## config.mk

```make
export PLATFORM = sky130hd
export DESIGN_NAME = gftt_grad
export DESIGN_NICKNAME = d
export VERILOG_FILES = /design/src/rtl/gftt_pkg.sv /design/src/rtl/gftt_grad_prod.sv /design/src/rtl/gftt_grad.sv
export SDC_FILE = /design/constraint.sdc
export NUM_CORES = 1
export LEC_CHECK = 0
export BUFFER_PORTS_ARGS = -buffer_cell sky130_fd_sc_hd__buf_2
export CAP_MARGIN = 20
export CORE_AREA = 2 2 193 195
export CTS_BUF_LIST = sky130_fd_sc_hd__clkbuf_4 sky130_fd_sc_hd__clkbuf_8
export CTS_CLUSTER_DIAMETER = 150
export DETAILED_ROUTE_END_ITERATION = 8
export DIE_AREA = 0 0 195 197
export PLACE_DENSITY_LB_ADDON = 0.08
export SYNTH_ARGS = -nofsm -noshare
export SYNTH_HDL_FRONTEND = slang
export SYNTH_SLANG_ARGS = --single-unit
```

## constraint.sdc

```tcl
create_clock -name clk -period 9.9 [get_ports clk]
set_input_delay 1.98 -clock clk [delete_from_list [all_inputs] [get_ports clk]]
set_output_delay 1.98 -clock clk [all_outputs]
set_load 0.01 [all_outputs]
```

## src/rtl/gftt_pkg.sv

```systemverilog
// Shared widths, FSM encoding and window types for the GFTT gradient stage.
package gftt_pkg;

  localparam int DW = 8;
  localparam int GW = DW + 3;
  localparam int PW = 2 * DW + 4;

  typedef enum logic [1:0] {
    ST_IDLE  = 2'd0,
    ST_FILL  = 2'd1,
    ST_RUN   = 2'd2,
    ST_FLUSH = 2'd3
  } state_t;

  typedef struct packed {
    logic [DW-1:0] t;
    logic [DW-1:0] m;
    logic [DW-1:0] b;
  } col_t;

  // Sobel 1-2-1 smoothing tap, zero-extended into the signed gradient width.
  function automatic logic signed [GW-1:0] wsum121(input logic [DW-1:0] a,
                                                   input logic [DW-1:0] b,
                                                   input logic [DW-1:0] c);
    logic [GW-1:0] s;
    s = {{(GW-DW){1'b0}}, a} + {{(GW-DW-1){1'b0}}, b, 1'b0} + {{(GW-DW){1'b0}}, c};
    return $signed(s);
  endfunction

endpackage

```

## src/rtl/gftt_grad_prod.sv

```systemverilog
// Stage 2 of the gradient pipe: structure-tensor products with aligned gx/gy,
// valid and line flags.
module gftt_grad_prod
  import gftt_pkg::*;
(
  input  logic                 clk,
  input  logic                 i_clr,
  input  logic                 i_vld,
  input  logic                 i_first,
  input  logic                 i_last,
  input  logic signed [GW-1:0] i_gx,
  input  logic signed [GW-1:0] i_gy,
  output logic                 o_vld,
  output logic                 o_first,
  output logic                 o_last,
  output logic signed [GW-1:0] o_gx,
  output logic signed [GW-1:0] o_gy,
  output logic [PW-1:0]        o_ixx,
  output logic [PW-1:0]        o_iyy,
  output logic signed [PW:0]   o_ixy
);

  logic [PW-1:0] w_gx_sq;
  logic [PW-1:0] w_gy_sq;
  logic [PW:0]   w_gx_xy;
  logic [PW:0]   w_gy_xy;
  logic [PW-1:0] w_ixx;
  logic [PW-1:0] w_iyy;
  logic [PW:0]   w_ixy;

  // Low bits of a product of sign-extended operands equal the true signed product,
  // so the result widths are chosen to hold exactly the reachable range.
  assign w_gx_sq = {{(PW-GW){i_gx[GW-1]}}, i_gx};
  assign w_gy_sq = {{(PW-GW){i_gy[GW-1]}}, i_gy};
  assign w_gx_xy = {{(PW+1-GW){i_gx[GW-1]}}, i_gx};
  assign w_gy_xy = {{(PW+1-GW){i_gy[GW-1]}}, i_gy};

  assign w_ixx = w_gx_sq * w_gx_sq;
  assign w_iyy = w_gy_sq * w_gy_sq;
  assign w_ixy = w_gx_xy * w_gy_xy;

  always_ff @(posedge clk) begin
    if (i_clr) begin
      o_vld   <= 1'b0;
      o_first <= 1'b0;
      o_last  <= 1'b0;
      o_gx    <= '0;
      o_gy    <= '0;
      o_ixx   <= '0;
      o_iyy   <= '0;
      o_ixy   <= '0;
    end else begin
      o_vld   <= i_vld;
      o_first <= i_first;
      o_last  <= i_last;
      o_gx    <= i_gx;
      o_gy    <= i_gy;
      o_ixx   <= w_ixx;
      o_iyy   <= w_iyy;
      o_ixy   <= $signed(w_ixy);
    end
  end

endmodule

```

## src/rtl/gftt_grad.sv

```systemverilog
// 3x3 Sobel gradient stage: column window, line FSM with replicated borders,
// registered gx/gy, then the tensor product stage.
module gftt_grad
  import gftt_pkg::*;
(
  input  logic                 clk,
  input  logic                 rst,
  input  logic                 enb,
  input  logic                 vin,
  input  logic [DW-1:0]        line0,
  input  logic [DW-1:0]        line1,
  input  logic [DW-1:0]        line2,
  input  logic                 first_smpl,
  input  logic                 last_smpl,
  output logic                 vout,
  output logic signed [GW-1:0] gx,
  output logic signed [GW-1:0] gy,
  output logic [PW-1:0]        ixx,
  output logic [PW-1:0]        iyy,
  output logic signed [PW:0]   ixy,
  output logic                 first_out,
  output logic                 last_out
);

  logic   w_clr;
  state_t r_state;
  state_t w_state_nxt;
  logic   w_load;
  logic   w_shift;
  logic   w_flush;
  logic   w_eval;
  logic   r_first_pend;

  col_t   r_c0;
  col_t   r_c1;
  col_t   w_c_in;
  col_t   w_c2;

  logic signed [GW-1:0] w_gx;
  logic signed [GW-1:0] w_gy;
  logic                 r_v1;
  logic                 r_f1;
  logic                 r_l1;
  logic signed [GW-1:0] r_gx1;
  logic signed [GW-1:0] r_gy1;

  assign w_clr  = rst | ~enb;
  assign w_c_in = {line0, line1, line2};

  // NOTE: sequential state is written with <= so every register samples the
  // pre-edge values of its neighbours, regardless of block order.
  always_ff @(posedge clk) begin
    if (w_clr) r_state <= ST_IDLE;
    else       r_state <= w_state_nxt;
  end

  // A new line start wins in any state, including the FLUSH cycle.
  // NOTE: each comb output gets a default first so no path leaves it unassigned
  // and no latch is inferred.
  always_comb begin
    w_state_nxt = r_state;
    if (vin && first_smpl) begin
      w_state_nxt = last_smpl ? ST_FLUSH : ST_FILL;
    end else begin
      case (r_state)
        ST_IDLE:        w_state_nxt = ST_IDLE;
        ST_FILL,
        ST_RUN:         if (vin) w_state_nxt = last_smpl ? ST_FLUSH : ST_RUN;
        ST_FLUSH:       w_state_nxt = ST_IDLE;
        default:        w_state_nxt = ST_IDLE;
      endcase
    end
  end

  always_comb begin
    w_load  = vin & first_smpl;
    w_shift = 1'b0;
    w_flush = 1'b0;
    case (r_state)
      ST_FILL,
      ST_RUN:   w_shift = vin & ~first_smpl;
      ST_FLUSH: w_flush = 1'b1;
      default:  ;
    endcase
    w_eval = w_shift | w_flush;
  end

  // NOTE: window columns are pure data and are always reloaded by a line start
  // before use, so they carry no reset.
  always_ff @(posedge clk) begin
    if (w_load) begin
      r_c0 <= w_c_in;
      r_c1 <= w_c_in;
    end else if (w_shift) begin
      r_c0 <= r_c1;
      r_c1 <= w_c_in;
    end
  end

  // The right column is the incoming one; on flush the last pixel is replicated.
  assign w_c2 = w_flush ? r_c1 : w_c_in;

  assign w_gx = wsum121(w_c2.t, w_c2.m, w_c2.b) - wsum121(r_c0.t, r_c0.m, r_c0.b);
  assign w_gy = wsum121(r_c0.b, r_c1.b, w_c2.b) - wsum121(r_c0.t, r_c1.t, w_c2.t);

  always_ff @(posedge clk) begin
    if (w_clr) begin
      r_first_pend <= 1'b0;
    end else if (w_load) begin
      r_first_pend <= 1'b1;
    end else if (w_eval) begin
      r_first_pend <= 1'b0;
    end
  end

  always_ff @(posedge clk) begin
    if (w_clr) begin
      r_v1  <= 1'b0;
      r_f1  <= 1'b0;
      r_l1  <= 1'b0;
      r_gx1 <= '0;
      r_gy1 <= '0;
    end else begin
      r_v1 <= w_eval;
      r_f1 <= w_eval & r_first_pend;
      r_l1 <= w_flush;
      if (w_eval) begin
        r_gx1 <= w_gx;
        r_gy1 <= w_gy;
      end
    end
  end

  gftt_grad_prod u_prod (
    .clk     (clk),
    .i_clr   (w_clr),
    .i_vld   (r_v1),
    .i_first (r_f1),
    .i_last  (r_l1),
    .i_gx    (r_gx1),
    .i_gy    (r_gy1),
    .o_vld   (vout),
    .o_first (first_out),
    .o_last  (last_out),
    .o_gx    (gx),
    .o_gy    (gy),
    .o_ixx   (ixx),
    .o_iyy   (iyy),
    .o_ixy   (ixy)
  );

endmodule

```

==> impl_metrics.ini <==
[run_status]
run_status = complete, no violations

[detailed_routing]
wirelength_microns = 40830
drc = 0
drtPass1Iterations = 5
viasPerCell = 5.178
routedWlPerCell_microns = 16.00
first_iter_violations = 565
ant_nets = 0
vias = 13208

[timing]
hold_viol = 0
setup_viol = 0
skew_ps = 22.52
fmax_ghz = 0.1640
worst_slew_pin_slew_ps = 1108
min_period_ps = 6099
timing.final.max_slew_violations = 0
rsz0062_at_grt = false
post-route-period-util = 0.6160
relSlewSlack = 0.2604
setup_tns_ps = 0

[critical_path]
startpoint_type = flop
r2r_slack_ps = 3800
path_cells = clkinv_1 -> nor2_1 -> ha_1 -> xnor2_1 -> fa_1 -> fa_1 -> fa_1 -> inv_1 -> fa_1 -> inv_1 -> ha_1 -> a21o_1 -> a21oi_2 -> nor4b_2 -> a211oi_1 -> or3_1 -> a21oi_1
crit_path_end_kind = flop
crit_required_ps = 10340
slowest_delay_ps = 790
path_max_fanout = 17
path_class = reg2reg
worst-endpoint-arrival_ps = 6540
worst_path_most_repeated_cell = fa_1
slowest_stage = dfxtp_1

[synth]
ys_async_sr_fraction = 0
ys_warn_count = 0
syn_area_sq_um = 19680
ys_ff_latch = 158
synth_area_per_cell_sq_um = 9.877
synth_cell_types = 62
syn_inst = 1993
synth_flop_cell = dfxtp_1
ys_seq_area_frac = 0.1851
synth_edf_count = 48

[power_and_ir_drop]
p_per_area_nw_per_um2 = 82.62
leakagePower_nw = 10.63
ir_drop_v = 0.00009868

[layout]
fillCellCount = 3262
layout-drive-gt1-share = 0.1018
final_area_sq_um = 21090
area_delta_synth_final_pct = 7.157
antenna_cells = 0
final_nets = 2618

[floorplanning]
die-area_sq_um = 38420
start_util = 0.5429
die_w_microns = 195
ios = 116
core-area_sq_um = 36260
die_h_microns = 197
row_count = 70

[grt]
grt_max_degree = 49
grt_overflow_total = 0
grt_use_total = 0.2333
grt_pass1_vias = 14342
grt_pass1_wl_microns = 70400
antenna_found_initial = 0

[cts]
ctsHoldBuffers = 0
cts_buffer_depth = 2
clock-sinks = 158
cts_tree = built
cts_resized = 0
clk_pin_slew_ps = 110
cts_root_buf = clkbuf_8
postCtsSetupRepairBufs = 0
htree_levels = 4
numCtsBuffers = 17
clk_latency_ps = 530

[placed_design]
portBuffers = 113
gp_congestion = 0.8260
place_area_sq_um = 20730
hpwl_microns = 31970

[flow_run]
max-cap-violations = 0

[worst_hold_path]
min_path_type = reg2reg
[metrics by stage]
| step | hold WS (ps) | total power, mW | util | cells | setup slack (ps) |
|---|---|---|---|---|---|
| floorplan | 405.7 | 1.147 | - | 1994 | 4650 |
| global placement | 417.1 | 1.283 | 0.5708 | 2517 | 3969 |
| detailed placement | 417.1 | 1.296 | 0.5716 | 2518 | 3857 |
| CTS | 439.9 | 1.766 | 0.5812 | 2550 | 3784 |
| global route | 457.5 | 1.866 | 0.5817 | 2551 | 3515 |
| finish | 435.8 | 1.743 | 0.5817 | 2551 | 3801 |
[Yosys cell counts (all sizes together) (5+ instances only)]
cell	instances	area (sq um)
mux2i	28	280.3
a21o	17	127.6
o211ai	6	45.04
inv	449	1685
nand2	155	581.8
xor2	11	96.34
edfxtp	48	1441
a31oi	6	37.54
o21a	15	112.6
dfxtp	110	2202
nor3	29	145.1
a21oi	41	209.0
or3	11	73.82
xnor2	60	525.5
and2	109	681.9
clkbuf	65	244.0
nor2	102	382.9
a211oi	15	112.6
mux2	28	315.3
fa	362	7247
o21ai	35	178.9
and3	5	31.28
nor2b	34	212.7
a311oi	7	61.31
nand3	7	35.03
ha	156	1952
nand2b	14	87.58
buf	12	61.31
[layout make-up]
type / count / area [sq um] / share of cell area
clock inverters: 15 / 112.6 / 0.005339
clock buffers: 17 / 234.0 / 0.01109
repair buffers: 134 / 755.7 / 0.03583
flip-flops and latches: 158 / 3643 / 0.1727
well taps: 468 / 585.6 / 0.02776
inverters: 452 / 1697 / 0.08044
multi-input cells: 1307 / 14060 / 0.6668
[flip-flops by register name, indices dropped and copies added, names as in the netlist]
name	flops
r_gx1	11
u_prod.o_first	1
u_prod.o_ixy	21
r_v1	1
u_prod.o_gy	10
r_gy1	11
r_l1	1
u_prod.o_gx	11
r_f1	1
r_first_pend	1
u_prod.o_iyy	19
u_prod.o_vld	1
r_c0	24
u_prod.o_ixx	18
u_prod.o_last	1
r_c1	24
r_state	2
[logic make-up (layout without fill, tap and decap cells)]
family / count (synthesis) / after routing / synth area share
AO/OA/AOI/OAI: 179 / 179 / 0.06458
XOR/XNOR: 71 / 71 / 0.03159
adder cells (fa/ha/maj): 518 / 518 / 0.4673
buffers and inverters: 529 / 618 / 0.1017
flip-flops: 158 / 158 / 0.1851
multiplexers: 56 / 56 / 0.03026
other: 1 / 2 / 0.0001905
AND/OR/NAND/NOR: 481 / 481 / 0.1192
[layer usage]
layer	vias to the layer above	GRT usage	share of wire
li1	6254	-	-
met1	6690	0.3060	0.44
met2	231	0.4122	0.50
met3	33	0.03046	0.040
met4	0	0.05739	0.015
met5	-	0	0
[where the power goes]
group	total, mW	internal (mW)	switching [mW]
combinational	0.580	0.251	0.330
sequential	0.698	0.684	0.0140
clock	0.464	0.175	0.290
total	1.74	1.11	0.633
[final timing paths]
path	from	end	depth (start not counted)
min	r_f1	u_prod.o_first	1
max	r_gx1[5]	u_prod.o_ixx[19]	17
min reg2reg	r_f1	u_prod.o_first	1
max reg2reg	r_gx1[5]	u_prod.o_ixx[19]	17
[layout by cell type (no fill, tap or decap), types with 5 or more instances in the layout]
cell type | synthesis | final
fa_1 | 362 | 362
xnor2_1 | 60 | 60
a211oi_1 | 15 | 15
nand2_1 | 155 | 155
dfxtp_1 | 110 | 110
nor2_1 | 102 | 102
edfxtp_1 | 48 | 48
o21ai_0 | 32 | 32
mux2_2 | 27 | 27
nor3_1 | 29 | 29
nand2b_1 | 14 | 13
or3_1 | 10 | 10
mux2i_1 | 28 | 28
nand3_1 | 7 | 7
xor2_1 | 11 | 11
buf_2 | 1 | 113
and3_1 | 5 | 5
ha_1 | 156 | 156
a21o_1 | 17 | 17
a21oi_1 | 40 | 40
o211ai_1 | 6 | 6
buf_4 | 4 | 19
clkbuf_8 | 0 | 17
a311oi_1 | 7 | 7
o21a_1 | 15 | 14
and2_1 | 109 | 109
inv_1 | 449 | 449
nor2b_1 | 34 | 33
a31oi_1 | 6 | 5
[worst max-delay path, delay by kind of cell (launching register included)]
kind            cells  cell delay, ps
fa+ha+maj           6            2590
buf+inv             3             690
compound gates      4             740
xor+xnor            1             160
simple gates        3            1030
flops               1             790
No activity file was read; power rests on OpenSTA's default activity.
